<file path="config.mk">
export PLATFORM = sky130hd
export DESIGN_NAME = expansion_stage
export DESIGN_NICKNAME = d
export VERILOG_FILES = /design/src/rtl/expansion_stage.sv
export SDC_FILE = /design/constraint.sdc
export NUM_CORES = 1
export LEC_CHECK = 0
export CAP_MARGIN = 20
export CORE_AREA = 3 3 117 119
export CTS_BUF_LIST = sky130_fd_sc_hd__clkbuf_8
export CTS_CLUSTER_DIAMETER = 60
export DETAILED_ROUTE_END_ITERATION = 10
export DIE_AREA = 0 0 120 122
export HOLD_SLACK_MARGIN = 0.05
export PLACE_DENSITY = 0.71
export SETUP_SLACK_MARGIN = 0.4
export SKIP_CTS_REPAIR_TIMING = 1
export SYNTH_ARGS = -nofsm -noshare
export SYNTH_HDL_FRONTEND = slang
export SYNTH_SLANG_ARGS = --single-unit
export TNS_END_PERCENT = 1
</file>
<file path="constraint.sdc">
create_clock -name clk -period 2.15 [get_ports clk]
set_input_delay 0.43 -clock clk [delete_from_list [all_inputs] [get_ports clk]]
set_output_delay 0.43 -clock clk [all_outputs]
set_load 0.05 [all_outputs]
</file>
<file path="src/rtl/expansion_stage.sv">
// Parametrised E-expansion with optional subkey XOR, feeding a 2-entry elastic
// output buffer with valid/ready handshake and a saturating transfer counter.
module expansion_stage #(
    parameter int CHUNKS  = 8,
    parameter int CHUNK_W = 4,
    parameter int EDGE    = 1,
    parameter int KEY_XOR = 1,
    parameter int CNT_W   = 16,
    localparam int IN_W   = CHUNKS * CHUNK_W,
    localparam int OUT_W  = CHUNKS * (CHUNK_W + 2 * EDGE)
) (
    input  logic             clk,
    input  logic             reset,
    input  logic             flush,
    input  logic             in_valid,
    output logic             in_ready,
    input  logic [IN_W:1]    in_data,
    input  logic [OUT_W:1]   in_key,
    output logic             out_valid,
    input  logic             out_ready,
    output logic [OUT_W:1]   out_data,
    output logic [CNT_W-1:0] xfer_count
);

    localparam int SEG_W = CHUNK_W + 2 * EDGE;

    if (EDGE < 0 || EDGE > CHUNK_W || CHUNKS <= 0 || CHUNK_W <= 0 || CNT_W <= 0) begin : g_bad_params
        $error("expansion_stage: illegal parameter combination");
    end

    logic [OUT_W:1]   expanded_s;
    logic [OUT_W:1]   result_s;
    logic [1:0]       count_r;
    logic [1:0]       count_s;
    logic [OUT_W:1]   head_r;
    logic [OUT_W:1]   head_s;
    logic [OUT_W:1]   tail_r;
    logic [OUT_W:1]   tail_s;
    logic             in_ready_r;
    logic             out_valid_r;
    logic [CNT_W-1:0] xfer_r;
    logic [CNT_W-1:0] xfer_s;
    logic             accept_s;
    logic             pop_s;

    // Each output bit taps one input bit; IN_W is added first so the modulo never sees a negative index.
    for (genvar j = 0; j < CHUNKS; j++) begin : g_chunk
        for (genvar k = 0; k < SEG_W; k++) begin : g_bit
            localparam int SRC = ((j * CHUNK_W + k - EDGE + IN_W) % IN_W) + 1;
            assign expanded_s[j * SEG_W + k + 1] = in_data[SRC];
        end
    end

    if (KEY_XOR != 0) begin : g_key
        assign result_s = expanded_s ^ in_key;
    end else begin : g_nokey
        assign result_s = expanded_s;
    end

    assign accept_s = in_valid & in_ready_r;
    assign pop_s    = out_valid_r & out_ready;

    // Next-state of the 2-entry buffer (head = oldest) and the transfer counter.
    always_comb begin
        count_s = count_r;
        head_s  = head_r;
        tail_s  = tail_r;
        xfer_s  = xfer_r;
        if (flush) begin
            count_s = 2'd0;
        end else begin
            case (count_r)
                2'd0: begin
                    if (accept_s) begin
                        head_s  = result_s;
                        count_s = 2'd1;
                    end else begin
                        count_s = 2'd0;
                    end
                end
                2'd1: begin
                    if (accept_s && pop_s) begin
                        head_s = result_s;
                    end else if (accept_s) begin
                        tail_s  = result_s;
                        count_s = 2'd2;
                    end else if (pop_s) begin
                        count_s = 2'd0;
                    end else begin
                        count_s = 2'd1;
                    end
                end
                2'd2: begin
                    if (pop_s) begin
                        head_s  = tail_r;
                        count_s = 2'd1;
                    end else begin
                        count_s = 2'd2;
                    end
                end
                default: begin
                    count_s = 2'd0;
                end
            endcase
            if (pop_s && (xfer_r != {CNT_W{1'b1}})) begin
                xfer_s = xfer_r + CNT_W'(1);
            end else begin
                xfer_s = xfer_r;
            end
        end
    end

    // State registers; handshake flags are precomputed from the next count so they leave the block registered.
    always_ff @(posedge clk) begin
        if (reset) begin
            count_r     <= 2'd0;
            head_r      <= '0;
            tail_r      <= '0;
            in_ready_r  <= 1'b1;
            out_valid_r <= 1'b0;
            xfer_r      <= '0;
        end else begin
            count_r     <= count_s;
            head_r      <= head_s;
            tail_r      <= tail_s;
            in_ready_r  <= (count_s != 2'd2);
            out_valid_r <= (count_s != 2'd0);
            xfer_r      <= xfer_s;
        end
    end

    assign in_ready   = in_ready_r;
    assign out_valid  = out_valid_r;
    assign out_data   = head_r;
    assign xfer_count = xfer_r;

endmodule

</file>
==> metrics.yaml <==
status: "completed"
fin_worst_skew_ns: 0.00582
insertion_delay_ns: 0.42
hold_depth: 2
grt_usage: 0.198
routed_wl_um: 14200
die_h_um: 122
gp_congestion: 0.811
place_ws_ns: -0.119
worstSetupPathType: "flop to output pin"
die_area_mm2: 0.0146
cap_violations: 0
avgSynthCellArea_um2: 8.78
post_dp_cell_area_mm2: 0.00716
finalSetupViolations: 0
worstHoldPathType: "primary input to flop"
dp_hpwl_um: 9880
grt_pass1_vias: 4951
synth.distinct_cells: 40
path_buf_inv: 1
synth_area_leaders: "dfxtp_1 (44%), a2111o_1 (10%), xnor2_1 (7.9%)"
synth_area_leader_cell: "dfxtp_1"
num-nets-final: 832
power_frac_clock: 0.327
tightest_slew_ns: 0.717
multi_input_area_mm2: 0.00276
powerDensity_mw_per_mm2: 633
slew_violations: 0
cp.required_ns: 1.72
cts.clk_slew.worst_paths_ns: 0.06
numClockSinks: 116
p_int_mw: 3.41
ys_ff_latch: 116
htreeDepth: 4
io_pins: 151
leakage_nw: 2.60
hold_end: "out_data[20]"
p_sw_mw: 1.31
final-hold-violation-count: 0
io_buffers: 150
fin_area_mm2: 0.00746
drive_gt1_frac: 0.109
finish.utilization: 0.588
first_pass_iters: 4
grt_pass1_wl_um: 23900
numPlacedInstances: 899
cts_buffers: 17
rsz0062_at_grt: "yes"
min-delay-start: "reset"
setup_slack_ns: 0.0884
fill_cells: 1153
ff2ff_path_depth: 6
r2r_end: "xfer_count[5]"
crit_arrival_ns: 1.63
seq_area_frac_synth: 0.438
via_per_inst: 5.37
antenna_cells_inserted: 0
syn_area_mm2: 0.00530
clock_path_buffers: 2
yosysWarningCount: 0
drt-wirelength-per-cell_um: 15.3
finalCritPeriodShare: 0.959
root_buffer: "clkbuf_8"
critPathCaptureType: "output pin"
cp_slowest_cell: "clkdlybuf4s50_1"
max_stage_delay_ns: 0.83
dieWidth_um: 120
max-slew-margin-rel: 0.522
regToRegSetupSlack_ns: 0.33
cts_tree: "yes"
power_mw: 4.72
gr-total-overflow: 0
rows: 41
instances_no_fill: 924
crit_chain: "clkdlybuf4s50_1"
synth_edf_count: 0
num_vias: 4958
coreArea_mm2: 0.0127
crit_path_max_fanout: 4
combPwrFrac: 0.194
yosys.area.top_type_share: 0.438
grt_max_degree: 81
synthFlopType: "dfxtp_1"
seqPwrFrac: 0.479
antenna_found_initial: 0
worstSetupStartpointType: "flop"
areaGrowthSynthToFinish_pct: 40.6
drtAntennaViolNets: 0
start_util: 0.418
fin_tns_setup_ns: 0
regArea_mm2: 0.00237
postSynthCellCount: 604
async_flop_share: 0
switching_share: 0.278
min_period_ns: 2.06
fmax_mhz: 485
vdd_ir_drop_max_mv: 0.274
drt-initial-drc-count: 242
crit_family: "buffers and inverters"
hold_ws_ns: 0.440
reg2reg_from: "xfer_count[0]"
drc_errors: 0
synthesis.nets: 690
## state kept, by name, summed over array words and instances (netlist names)
signal / flops
out_data: 48
tail_r: 48
count_r: 2
xfer_count: 16
in_ready: 1
out_valid: 1
## worst max-delay path by stage
| stage | end | slack (ns) | cells after the start | from |
|---|---|---|---|---|
| after global routing | xfer_count[15] | 0.02 | 1 | xfer_count[15] |
| after global placement | xfer_count[15] | -0.09 | 5 | out_ready |
| after detailed placement | out_data[40] | -0.12 | 7 | out_ready |
| final | xfer_count[15] | 0.09 | 1 | xfer_count[15] |
| after CTS | xfer_count[13] | -0.02 | 1 | xfer_count[13] |
| after floorplan | xfer_count[15] | 0.35 | 4 | xfer_count[0] |
## area by class of cell
class,instances,area share
multi-input cells,426,0.370
flip-flops and latches,116,0.318
repair buffers,181,0.243
clock buffers,19,0.0351
well taps,172,0.0289
clock inverters,6,0.00319
inverters,4,0.00201
## Yosys cell counts, drive strengths merged, types with 2 or more instances
cell type and number:
o41ai 2, mux2i 2, o31ai 7, a2111o 48
dfxtp 116, or4 7, buf 9, nor4 2
nand4 7, o21ai 54, or3 4, a211oi 48
inv 4, nand2b 2, a21oi 63, nand2 9
nand3b 2, nand3 4, nor2 100, nor3 4
xnor2 48, clkbuf 49
## layout by cell type, fill, tap and decap left out, types with 2 or more instances in the layout
cell type        count
a21oi_1             63
buf_12               6
nor2_1             100
or4_1                5
buf_4               26
a211oi_1            48
inv_1                9
dlymetal6s2s_1       4
nand2_1              9
nor4_1               2
nor3_1               3
xnor2_1             48
or3_1                3
o21ai_0             54
nand3b_1             2
nand4_1              6
dfxtp_4             12
clkdlybuf4s50_1    144
dfxtp_1            101
clkbuf_8            19
nand3_1              3
dfxtp_2              3
a2111o_1            48
mux2i_1              2
o31ai_1              7
o41ai_1              2
## power groups by stage
stage	Combinational [mW]	Sequential (mW)	Clock (mW)
floorplan	0.335	2.48	0
finish	0.916	2.26	1.54
detailed placement	0.917	2.30	0
CTS	0.922	2.26	1.59
global route	0.984	2.27	1.69
global placement	0.902	2.30	0
## cell families after synthesis
logic type / synth area share
flip-flops: 0.438
adder cells (fa/ha/maj): 0.00236
AO/OA/AOI/OAI: 0.303
AND/OR/NAND/NOR: 0.125
XOR/XNOR: 0.0793
multiplexers: 0.00590
buffers and inverters: 0.0458
## routing by layer
layer | part of all wire | wire length [µm] | global-route usage
met3 | 0.050 | 707 | 0.0520
met5 | 0 | 0 | 0
met4 | 0.014 | 197 | 0.0737
met1 | 0.43 | 6150 | 0.239
met2 | 0.50 | 7120 | 0.339
Power figures use the tool's default switching activity.
